$ cat config.mk
export PLATFORM = sky130hd
export DESIGN_NAME = gt_tx_bringup_ctrl
export DESIGN_NICKNAME = d
export VERILOG_FILES = /design/src/rtl/gt_bringup_pkg.sv /design/src/rtl/sync_bits.sv /design/src/rtl/gt_tx_bringup_ctrl.sv
export SDC_FILE = /design/constraint.sdc
export NUM_CORES = 1
export LEC_CHECK = 0
export ABC_AREA = 1
export BUFFER_PORTS_ARGS = -buffer_cell sky130_fd_sc_hd__buf_4
export CAP_MARGIN = 10
export CORE_MARGIN = 2
export CORE_UTILIZATION = 50
export CTS_CLUSTER_DIAMETER = 100
export DETAILED_ROUTE_END_ITERATION = 7
export GPL_TIMING_DRIVEN = 0
export PLACE_DENSITY = 0.73
export SLEW_MARGIN = 20
export SYNTH_ARGS = -nofsm -noshare
export SYNTH_HDL_FRONTEND = slang
export SYNTH_SLANG_ARGS = --single-unit
$ cat constraint.sdc
create_clock -name clock -period 2.1 [get_ports clock]
set_input_delay 0.21 -clock clock [delete_from_list [all_inputs] [get_ports clock]]
set_output_delay 0.21 -clock clock [all_outputs]
set_load 0.005 [all_outputs]
$ cat src/rtl/gt_bringup_pkg.sv
// Shared types and helpers for the GT TX bring-up controller.
package gt_bringup_pkg;

  typedef enum logic [2:0] {
    ST_IDLE         = 3'd0,
    ST_RESET_GT     = 3'd1,
    ST_WAIT_PMA     = 3'd2,
    ST_WAIT_USERCLK = 3'd3,
    ST_BYPASS_RST   = 3'd4,
    ST_WAIT_BYPASS  = 3'd5,
    ST_READY        = 3'd6,
    ST_FAULT        = 3'd7
  } state_e;

  localparam int RETRY_W = 8;

  // Width of a down-counter that must be able to hold max_count.
  function automatic int cnt_width(input int max_count);
    if (max_count <= 1) return 1;
    return $clog2(max_count + 1);
  endfunction

endpackage

$ cat src/rtl/sync_bits.sv
// Multi-bit, multi-stage flop synchronizer for quasi-static status bits.
module sync_bits #(
  parameter int WIDTH  = 1,
  parameter int STAGES = 2
) (
  input  logic             clk,
  input  logic             rst,
  input  logic [WIDTH-1:0] d,
  output logic [WIDTH-1:0] q
);

  logic [WIDTH-1:0] stage_q [STAGES];
  logic [WIDTH-1:0] stage_d [STAGES];

  always_comb begin
    stage_d[0] = d;
    for (int i = 1; i < STAGES; i++) begin
      stage_d[i] = stage_q[i-1];
    end
  end

  always_ff @(posedge clk or posedge rst) begin
    if (rst) begin
      for (int i = 0; i < STAGES; i++) begin
        stage_q[i] <= '0;
      end
    end else begin
      stage_q <= stage_d;
    end
  end

  assign q = stage_q[STAGES-1];

endmodule

$ cat src/rtl/gt_tx_bringup_ctrl.sv
// TX bring-up/supervision FSM for a multi-lane GT wizard: sequences the
// wizard resets, watches done/error status, retries and reports ready/fault.
module gt_tx_bringup_ctrl
  import gt_bringup_pkg::*;
#(
  parameter int LANES          = 4,
  parameter int SYNC_STAGES    = 2,
  parameter int RESET_PULSE    = 16,
  parameter int BYPASS_HOLD    = 5,
  parameter int TIMEOUT_CYCLES = 1000000,
  parameter int MAX_RETRIES    = 3
) (
  input  logic               clock,
  input  logic               reset,
  input  logic               enable,
  input  logic [LANES-1:0]   txpmaresetdone,
  input  logic [LANES-1:0]   txprgdivresetdone,
  input  logic               userclk_tx_active,
  input  logic               reset_tx_done,
  input  logic               buffbypass_tx_done,
  input  logic               buffbypass_tx_error,
  output logic               gt_reset_all,
  output logic               userclk_tx_reset,
  output logic               buffbypass_tx_reset,
  output logic               tx_ready,
  output logic               fault,
  output logic [RETRY_W-1:0] retry_count,
  output logic [2:0]         state
);

  localparam int SYNC_W    = 2 * LANES + 4;
  localparam int CNT_MAX_A = (RESET_PULSE > BYPASS_HOLD) ? RESET_PULSE : BYPASS_HOLD;
  localparam int CNT_MAX   = (TIMEOUT_CYCLES > CNT_MAX_A) ? TIMEOUT_CYCLES : CNT_MAX_A;
  localparam int CNT_W     = cnt_width(CNT_MAX);

  // Counter loads are one less than the duration: the state lasts until it hits zero.
  localparam logic [CNT_W-1:0] PULSE_LD = CNT_W'(RESET_PULSE - 1);
  localparam logic [CNT_W-1:0] HOLD_LD  = CNT_W'(BYPASS_HOLD - 1);
  localparam logic [CNT_W-1:0] TMO_LD   = CNT_W'(TIMEOUT_CYCLES - 1);

  logic [SYNC_W-1:0] status_raw;
  logic [SYNC_W-1:0] status_sync;
  logic              pma_ok;
  logic              uclk_ok;
  logic              rst_done;
  logic              bb_done;
  logic              bb_err;

  assign status_raw = {buffbypass_tx_error, buffbypass_tx_done, reset_tx_done,
                       userclk_tx_active, txprgdivresetdone, txpmaresetdone};

  sync_bits #(
    .WIDTH  (SYNC_W),
    .STAGES (SYNC_STAGES)
  ) u_sync (
    .clk (clock),
    .rst (reset),
    .d   (status_raw),
    .q   (status_sync)
  );

  assign pma_ok   = &status_sync[2*LANES-1:0];
  assign uclk_ok  = status_sync[2*LANES];
  assign rst_done = status_sync[2*LANES+1];
  assign bb_done  = status_sync[2*LANES+2];
  assign bb_err   = status_sync[2*LANES+3];

  state_e             state_q, state_d;
  logic [CNT_W-1:0]   cnt_q, cnt_d;
  logic [RETRY_W-1:0] retry_q, retry_d;
  logic               gt_rst_q, gt_rst_d;
  logic               uclk_rst_q, uclk_rst_d;
  logic               bb_rst_q, bb_rst_d;
  logic               ready_q, ready_d;
  logic               fault_q, fault_d;
  logic               cnt_zero;
  logic               fail;

  assign cnt_zero = (cnt_q == '0);

  always_comb begin
    state_d = state_q;
    retry_d = retry_q;
    fail    = 1'b0;

    case (state_q)
      ST_WAIT_PMA, ST_WAIT_USERCLK: fail = cnt_zero;
      ST_WAIT_BYPASS:               fail = cnt_zero | bb_err;
      ST_READY:                     fail = bb_err | ~pma_ok | ~uclk_ok | ~rst_done | ~bb_done;
      default:                      fail = 1'b0;
    endcase

    // Priority: disable, then failure, then forward progress.
    if (!enable) begin
      state_d = ST_IDLE;
    end else if (fail) begin
      if ((MAX_RETRIES != 0) && (retry_q >= RETRY_W'(MAX_RETRIES))) begin
        state_d = ST_FAULT;
      end else begin
        state_d = ST_RESET_GT;
        if (retry_q != '1) retry_d = retry_q + 1'b1;
      end
    end else begin
      case (state_q)
        ST_IDLE:         state_d = ST_RESET_GT;
        ST_RESET_GT:     if (cnt_zero) state_d = ST_WAIT_PMA;
        ST_WAIT_PMA:     if (pma_ok) state_d = ST_WAIT_USERCLK;
        ST_WAIT_USERCLK: if (uclk_ok) state_d = ST_BYPASS_RST;
        ST_BYPASS_RST:   if (cnt_zero) state_d = ST_WAIT_BYPASS;
        ST_WAIT_BYPASS:  if (rst_done && bb_done) state_d = ST_READY;
        default:         state_d = state_q;
      endcase
    end

    if (state_d == ST_IDLE) retry_d = '0;
  end

  // One shared down-counter, reloaded on every state change.
  always_comb begin
    cnt_d = cnt_q;
    if (state_d != state_q) begin
      case (state_d)
        ST_RESET_GT:                                 cnt_d = PULSE_LD;
        ST_BYPASS_RST:                               cnt_d = HOLD_LD;
        ST_WAIT_PMA, ST_WAIT_USERCLK, ST_WAIT_BYPASS: cnt_d = TMO_LD;
        default:                                     cnt_d = '0;
      endcase
    end else if (!cnt_zero) begin
      cnt_d = cnt_q - 1'b1;
    end
  end

  // Outputs decode the next state so they move on the same edge as state.
  always_comb begin
    gt_rst_d   = 1'b0;
    uclk_rst_d = 1'b0;
    bb_rst_d   = 1'b0;
    ready_d    = 1'b0;
    fault_d    = 1'b0;
    case (state_d)
      ST_IDLE, ST_FAULT: begin
        gt_rst_d   = 1'b1;
        uclk_rst_d = 1'b1;
        bb_rst_d   = 1'b1;
        fault_d    = (state_d == ST_FAULT);
      end
      ST_RESET_GT: begin
        gt_rst_d   = 1'b1;
        uclk_rst_d = 1'b1;
      end
      ST_WAIT_PMA:   uclk_rst_d = ~pma_ok;
      ST_BYPASS_RST: bb_rst_d   = 1'b1;
      ST_READY:      ready_d    = 1'b1;
      default:       ;
    endcase
  end

  always_ff @(posedge clock or posedge reset) begin
    if (reset) begin
      state_q    <= ST_IDLE;
      cnt_q      <= '0;
      retry_q    <= '0;
      gt_rst_q   <= 1'b1;
      uclk_rst_q <= 1'b1;
      bb_rst_q   <= 1'b1;
      ready_q    <= 1'b0;
      fault_q    <= 1'b0;
    end else begin
      state_q    <= state_d;
      cnt_q      <= cnt_d;
      retry_q    <= retry_d;
      gt_rst_q   <= gt_rst_d;
      uclk_rst_q <= uclk_rst_d;
      bb_rst_q   <= bb_rst_d;
      ready_q    <= ready_d;
      fault_q    <= fault_d;
    end
  end

  assign gt_reset_all        = gt_rst_q;
  assign userclk_tx_reset    = uclk_rst_q;
  assign buffbypass_tx_reset = bb_rst_q;
  assign tx_ready            = ready_q;
  assign fault               = fault_q;
  assign retry_count         = retry_q;
  assign state               = state_q;

endmodule
==> reports/qor.csv, run 1 <==
metric,value,unit
antenna_found_initial,0,
synthAdderAreaFrac,0.9145,%
leakage,1.835,nW
max_stage_delay,0.39,ns
nNetsFinal,381,
cp_slowest_cell,dfrtp_1,
start_util,52.57,%
fp-row-count,26,
diodes,0,
grt_pass1_wl,9970,um
drc_errors,0,
synth.top_cell.area_share,52.13,%
synth_top_family_by_area,simple AND/OR/NAND/NOR gates,
synth_fp_nets,306,
cp-end-kind,flip-flop,
placed_cell_area,0.003052,mm^2
p_comb_share,45.6,%
p_seq_share,34.1,%
io_pins,31,
violations,"hold timing, setup timing",
synthesis.area,0.002736,mm^2
cts_root_buffer,clkbuf_8,
cp_top_family,simple AND/OR/NAND/NOR gates,
final-setup-viol-count,11,
critPathKind,flip-flop to flip-flop,
fin_crit_sh,102.4,%
synth_compound_area_share,4.847,%
p_total,4.553,mW
dp_hpwl,3561,um
place.port_buffers,30,
crit_arrival,2.41,ns
path_cells,inv_2 > ha_4 > nand2_4 > nor2_4 > nand3_4 > nand2_1 > nand2_1 > nand2_1 > nand2_1 > nand3_2 > nand2_2 > inv_1 > nand3_1 > nand2_1 > nand2_2 > a21oi_1,
synthMostInstantiatedCell,nand2_1,
core,0.005205,mm^2
cts.path.max_buffers,2,
die_y,77.98,um
ant_nets,0,
synthSimpleGateAreaFrac,27.85,%
drtIter0Drc,86,
final_area,0.003651,mm^2
synthFlopType,dfrtp_1,
synthTopCellsByArea,"dfrtp_1 52%, nand2_1 8.0%, nor2_1 4.8%",
grt_use_total,21.14,%
place_congestion,0.8328,
firstDrtPassIters,4,
ys_seq_elements,60,
fmaxAchievable,465.2,MHz
p_switching,1.763,mW
finalClockSkew,0.006572,ns
p_int,2.791,mW
grt_pass1_vias,2198,
vias,2195,
clkTransAtPathRegs,0.07,ns
clk_latency,0.33,ns
synth_edf_count,0,
viasPerCell,5.000,
tightest_slew,0.7209,ns
setup_slack,-0.04960,ns
synthMuxAreaShare,0,%
netlist_top_cells_count,"58 x nand2_1, 57 x dfrtp_1, 35 x nor2_1",
status,"complete, but fails checks",
clock_sinks,60,
hold_slack,-0.01684,ns
grt_overflow,0,
synth_warnings,0,
cap_violations,0,
report.final.slew_viol_count,0,
die_area,0.006081,mm^2
die_w,77.98,um
cts_buffers,9,
grt_max_degree,61,
htreeDepth,3,
ir_worst_vdd,0.5890,mV
async_flop_share,100.0,%
worst_path_most_repeated_cell,nand2_1,
synth-seq-area-share,55.01,%
routed_wl,5837,um
crit_path_start_kind,flip-flop,
wl_per_cell,13.30,um
rsz0062_at_grt,true,
hp-class,input pin to asynchronous set/reset pin,
cp_max_fo,8,
syn_inst,289,
netlist-cell-type-count,32,
required,2.36,ns
synth_top_cell_by_area,dfrtp_1,
crit_buf_inv,2,
relSlewSlack,51.94,%
power_frac_clock,20.3,%
power.density,1247,mW/mm^2
fin_crit,2.150,ns
syn_avg_cell_area,9.468,um^2
synthXorXnorAreaFrac,5.441,%
hold_viol_final,11,
area_delta_synth_final,33.42,%
cts_tree,done,
switching_share,38.71,%
drive_gt1_share,36.31,%
==> flip-flops by register name, summed over array words and instances (netlist names) <==
register and cells:
buffbypass_tx_reset 1, cnt_q 20, fault 1, gt_reset_all 1, retry_count 8, state 3
tx_ready 1, u_sync.q 12, u_sync.stage_d 12, userclk_tx_reset 1
==> cell type report <==
type / count / area (um^2)
fill: 411 / 1554
sequential: 60 / 1508
multi-input combinational: 194 / 1191
timing repair buffer: 64 / 514.2
clock buffer: 11 / 141.4
inverter: 28 / 107.6
tap: 70 / 87.58
buffer: 7 / 65.06
clock inverter: 5 / 36.28
==> power by group through the flow <==
stage,logic (mW),clock network (mW),registers [mW]
final,2.08,0.924,1.55
after global routing,2.29,1.00,1.58
after CTS,1.84,0.942,1.55
after detailed placement,1.50,0,1.57
after global placement,1.46,0,1.55
after floorplan,1.20,0,1.53
==> stage by stage <==
stage	util, %	cells	worst slack [ns]	setup TNS, ns	hold WS, ns
2_1_floorplan	-	289	0.03968	0	0.2414
3_3_place_gp	58.58	389	-0.2899	-19.95	0.3190
3_5_place_dp	58.63	389	-0.2963	-4.503	0.3203
4_1_cts	68.03	429	-0.009446	-0.02427	0.01928
5_1_grt	70.14	439	-0.2159	-3.252	0.06255
6_report	70.14	439	-0.04960	-0.4319	-0.01684
==> repair_timing <==
item | in CTS | in global routing
buffers inserted | 11 | 10
endpoints found under the setup margin | 23 | 23
gates cloned | 1 | 0
gates resized for setup | 32 | 10
pin swaps | 14 | 4
endpoints found under the hold margin | 12 | 0
hold buffers | 12 | 0
==> cell usage in the layout (no fill, tap or decap), drive strengths merged <==
cell type     n
nand4        16
dfrtp        57
o31ai         1
inv          29
clkinv        1
dlygate4sd3  12
nor2         39
o21ai         5
xor2          8
nand3        16
or2           3
xnor2         9
ha            2
a21oi        12
a211oi        2
clkinvlp      3
clkbuf       11
nor3         10
o211ai        1
buf          59
a21boi        1
dfstp         3
nand2        69
==> per-layer routing <==
metal / vias up / track usage (%) / wire length (um) / part of all wire (%)
met2: 41 / 35.00 / 2908 / 50
met5: - / 0 / 0 / 0
met4: 0 / 8.421 / 54 / 0.93
met3: 8 / 6.512 / 258 / 4.4
met1: 1064 / 25.81 / 2616 / 45
li1: 1082 / - / - / -
==> final timing paths <==
check / startpoint / end / slack [ns] / cells after the start
min in group clock: enable / retry_count[0] / 0.22 / 5
worst min-delay path: reset / cnt_q[11] / -0.02 / 2
worst max-delay path: cnt_q[0] / cnt_q[5] / -0.05 / 16
worst max register to register: cnt_q[0] / cnt_q[5] / -0.05 / 16
max in group asynchronous: reset / state[2] / 1.58 / 2
worst min register to register: u_sync.stage_d[1] / u_sync.q[1] / 0.35 / 0
==> kinds of logic after synthesis <==
family | count (synthesis)
flip-flops | 60
buffers and inverters | 35
AND/OR/NAND/NOR | 153
XOR/XNOR | 17
adder cells (fa/ha/maj) | 2
AO/OA/AOI/OAI | 22
Note: power is estimated with default switching activity, not from simulation.
==> inputs of run 2 (changes only) <==
- CAP_MARGIN: 10 -> 0
- CORE_MARGIN: 2 -> default
- SKIP_CTS_REPAIR_TIMING: default -> 1
==> run 2 against run 1 <==
  * The run ends with setup timing left
  * Highest routed layer unchanged
  * Clock-buffer cell count is 1 higher
  * Largest cell class unchanged
  * Final area rose by 2.0%
  * Sequential share of layout area fell by 0.82 points
  * First-iteration DRC count up 58%
  * Setup slack got worse by 0.047 ns
  * Cell count decreased by 0.46%
==> reports/qor.csv, run 2 (synthesis results as in run 1) <==
metric,value,unit
mostFrequentLayoutCells,"55 x dfrtp_1, 51 x nand2_1, 48 x buf_4",
final_util,71.56,%
r2r-start,cnt_q[1],
cts.path.max_buffers,2,
finalClockSkew,0.01077,ns
fp-row-count,26,
status,"complete, but fails checks",
rsz0062_at_grt,true,
ff2ff_path_depth,16,
area_delta_synth_final,36.12,%
cp-end-kind,flip-flop,
clock_sinks,60,
htreeDepth,3,
leakage,1.869,nW
violations,setup timing,
die_w,75.98,um
grt_overflow,0,
dp_hpwl,3524,um
fin_cells,437,
grt_pass1_wl,9052,um
antenna_found_initial,0,
fin_crit_sh,104.6,%
viasPerCell,5.062,
p_switching,1.788,mW
power_frac_clock,26.4,%
drive_gt1_share,35.69,%
fillCellCount,409,
power.density,1321,mW/mm^2
fin_crit,2.197,ns
clkTransAtPathRegs,0.07,ns
post-place-ws,-0.3052,ns
hp-class,input pin to asynchronous set/reset pin,
cts_buffers,9,
setup_slack,-0.09700,ns
fmaxAchievable,455.2,MHz
start_util,52.57,%
final_common_cell,dfrtp_1,
grt_pass1_vias,2054,
cap_violations,0,
grt_max_degree,61,
cts_root_buffer,clkbuf_8,
p_comb_share,41.8,%
die_area,0.005773,mm^2
final-setup-viol-count,14,
io_pins,31,
drc_errors,0,
ir_worst_vdd,0.7994,mV
largest_register_ffs,20,
core,0.005205,mm^2
crit_arrival,2.41,ns
report.final.slew_viol_count,0,
crit_path_start_kind,flip-flop,
critPathKind,flip-flop to flip-flop,
timing.reg2reg.setup_slack,-0.1,ns
tightest_slew,0.7391,ns
grt_use_total,20.06,%
cts_tree,done,
ant_nets,0,
drtIter0Drc,136,
wl_per_cell,14.04,um
relSlewSlack,50.73,%
clk_latency,0.34,ns
r2r-end,cnt_q[17],
p_seq_share,31.8,%
hold_viol_final,0,
routed_wl,6137,um
vias,2212,
diodes,0,
switching_share,36.34,%
cp_max_fo,6,
nNetsFinal,379,
top_register,cnt_q,
firstDrtPassIters,4,
die_y,75.98,um
place.port_buffers,30,
required,2.31,ns
dp.cells,389,
fin_tns_setup,-0.9717,ns
p_int,3.131,mW
place_congestion,0.8169,
run 2: per-stage QoR:
step | cell area [um^2] | hold WS, ns | power, mW
global route | 3725 | 0.06513 | 5.247
CTS | 3302 | -0.03611 | 4.372
finish | 3725 | 0.008265 | 4.919
floorplan | 2736 | 0.2414 | 2.733
global placement | 3049 | 0.3190 | 3.016
detailed placement | 3052 | 0.3203 | 3.053
run 2: power groups by stage:
stage	Sequential [mW]	Clock, mW	Combinational [mW]
6_report	1.57	1.30	2.05
5_1_grt	1.59	1.37	2.28
4_1_cts	1.54	1.32	1.51
3_5_place_dp	1.56	0	1.49
3_3_place_gp	1.55	0	1.46
2_1_floorplan	1.53	0	1.20
run 2: critical path: stages, from the launching register on:
cell,delay (ns)
dfrtp_1,0.40
inv_1,0.10
ha_4,0.15
nand2_4,0.07
nor2_4,0.16
nand3_4,0.14
nand2_2,0.09
nand2_2,0.07
nand3_2,0.12
nand2_4,0.10
nand2_4,0.11
nand2_4,0.06
nand2_4,0.08
nand4_1,0.14
inv_2,0.12
buf_6,0.12
a21oi_1,0.04
run 2: how the worst max path moves through the flow:
| stage | start | to | slack (ns) | cells past startpoint |
|---|---|---|---|---|
| after global routing | cnt_q[11] | cnt_q[17] | -0.23 | 15 |
| after floorplan | cnt_q[0] | cnt_q[2] | 0.04 | 16 |
| after CTS | cnt_q[0] | cnt_q[4] | -0.34 | 15 |
| final | cnt_q[1] | cnt_q[17] | -0.1 | 16 |
| after detailed placement | cnt_q[0] | cnt_q[17] | -0.31 | 15 |
| after global placement | reset | state[1] | -0.29 | 2 |
run 2: area by class of cell:
type	instances	area, um^2	area share [%]
sequential	60	1508	40.48
multi-input combinational	195	1209	32.45
timing repair buffer	61	491.7	13.20
clock buffer	12	155.1	4.165
inverter	28	110.1	2.956
clock inverter	4	95.09	2.553
tap	70	87.58	2.351
buffer	7	68.82	1.847
run 2: metal layers:
metal  global-route usage, %  share of wire (%)  up-vias
met2                   32.55                 51       47
met4                   6.923                1.7        0
met5                       0                  0        -
met1                   25.56                 44     1068
met3                   6.228                4.1       11
li1                        -                  -     1086
==> inputs of run 3 (changes only) <==
- PLACE_DENSITY: 0.73 -> 0.72
- RECOVER_POWER: default -> 25
==> run 3 against run 2 <==
  * The flow still finishes with violations (setup timing)
  * Combinational power fell by 7%
  * Clock power fell by 21%
  * Maximum frequency fell by 0.44%
  * Register-to-register slack barely moved
  * Via count fell by 1.5%
  * Wire length fell by 6.1%
  * Clock-buffer cell count fell by 3
  * Die area did not move
  * Power fell by 8.4%
  * Sequential power barely moved
  * Sequential share of layout area rose by 1.5 points
==> reports/qor.csv, run 3 (synthesis results as in run 1) <==
metric,value,unit
place.port_buffers,30,
start_util,52.57,%
drive_gt1_share,34.64,%
report.final.slew_viol_count,0,
required,2.32,ns
dp_hpwl,3599,um
p_comb_share,42.4,%
fillCellCount,404,
tightest_slew,1.206,ns
fin_tns_setup,-1.125,ns
diodes,0,
largest_register_ffs,20,
switching_share,39.29,%
routed_wl,5765,um
die_w,75.98,um
crit_arrival,2.43,ns
mostFrequentLayoutCells,"56 x dfrtp_1, 50 x nand2_1, 38 x buf_4",
cp-end-kind,flip-flop,
fin_crit_sh,105.1,%
area_delta_synth_final,31.18,%
antenna_found_initial,0,
nNetsFinal,370,
ant_nets,0,
htreeDepth,3,
hold_viol_final,0,
power_frac_clock,22.9,%
grt_pass1_wl,8935,um
final_common_cell,dfrtp_1,
cap_violations,0,
die_area,0.005773,mm^2
r2r-end,cnt_q[14],
cts_tree,done,
grt_max_degree,61,
p_total,4.504,mW
clkTransAtPathRegs,0.07,ns
setup_slack,-0.1067,ns
fin_crit,2.207,ns
die_y,75.98,um
top_register,cnt_q,
wl_per_cell,13.47,um
violations,setup timing,
p_seq_share,34.7,%
p_switching,1.769,mW
grt_pass1_vias,2023,
grt_use_total,19.96,%
finalClockSkew,0.008834,ns
ff2ff_path_depth,16,
final-setup-viol-count,13,
grt_overflow,0,
rsz0062_at_grt,true,
core,0.005205,mm^2
drtIter0Drc,99,
power.density,1255,mW/mm^2
ir_worst_vdd,0.7998,mV
leakage,1.791,nW
cts.path.max_buffers,2,
critPathKind,flip-flop to flip-flop,
clk_latency,0.34,ns
p_int,2.734,mW
cts_root_buffer,clkbuf_8,
fp-row-count,26,
cp_max_fo,5,
r2r-start,cnt_q[1],
clock_sinks,60,
hp-class,input pin to asynchronous set/reset pin,
drc_errors,0,
io_pins,31,
vias,2179,
timing.reg2reg.setup_slack,-0.11,ns
final_util,68.97,%
status,"complete, but fails checks",
place_congestion,0.7989,
firstDrtPassIters,4,
relSlewSlack,19.63,%
fmaxAchievable,453.2,MHz
crit_path_start_kind,flip-flop,
cts_buffers,9,
viasPerCell,5.091,
run 3: routing by layer:
metal | vias up | track usage, % | share of wire [%]
li1 | 1066 | - | -
met1 | 1042 | 23.74 | 43
met2 | 62 | 33.00 | 50
met3 | 9 | 6.347 | 5.6
met4 | 0 | 9.423 | 1.2
met5 | - | 0 | 0
run 3: final cells by class:
type	instances	area (um^2)	share of cell area, %
sequential	60	1506	41.97
clock inverter	7	76.32	2.126
timing repair buffer	52	424.2	11.82
clock buffer	9	123.9	3.451
tap	70	87.58	2.440
multi-input combinational	195	1199	33.39
buffer	7	65.06	1.812
inverter	28	107.6	2.998
run 3: power groups by stage:
stage	Clock (mW)	Sequential (mW)	Combinational, mW
detailed placement	0	1.56	1.50
floorplan	0	1.53	1.20
CTS	1.05	1.54	1.52
finish	1.03	1.56	1.91
global placement	0	1.56	1.46
global route	1.10	1.59	2.13
run 3: metrics by stage:
stage | std cells | worst slack [ns] | hold slack, ns | cell area (um^2)
6_report | 428 | -0.1067 | 0.1947 | 3590
5_1_grt | 428 | -0.2601 | 0.2147 | 3590
4_1_cts | 405 | -0.2869 | -0.04338 | 3252
3_5_place_dp | 389 | -0.2701 | 0.3203 | 3052
3_3_place_gp | 389 | -0.2641 | 0.3189 | 3049
2_1_floorplan | 289 | 0.03968 | 0.2414 | 2736
run 3: worst max-delay path by stage:
stage	start	to	slack [ns]	cells past startpoint
detailed placement	cnt_q[0]	cnt_q[5]	-0.27	15
finish	cnt_q[1]	cnt_q[14]	-0.11	16
floorplan	cnt_q[0]	cnt_q[2]	0.04	16
global placement	reset	retry_count[6]	-0.26	2
global route	cnt_q[1]	cnt_q[17]	-0.26	16
CTS	cnt_q[0]	cnt_q[4]	-0.29	15
run 3: critical path, cell delays in order (launching register included):
cell and delay (ns):
dfrtp_1 0.41, inv_2 0.08, ha_4 0.15, nand2_4 0.07, nor2_4 0.18, nand3_4 0.14
nand2_2 0.11, nand2_2 0.06, nand3_2 0.11, nand2_4 0.09, nand2_4 0.10, nand2_4 0.05
nand2_4 0.08, nand4_1 0.15, inv_2 0.12, buf_6 0.13, a21oi_1 0.04
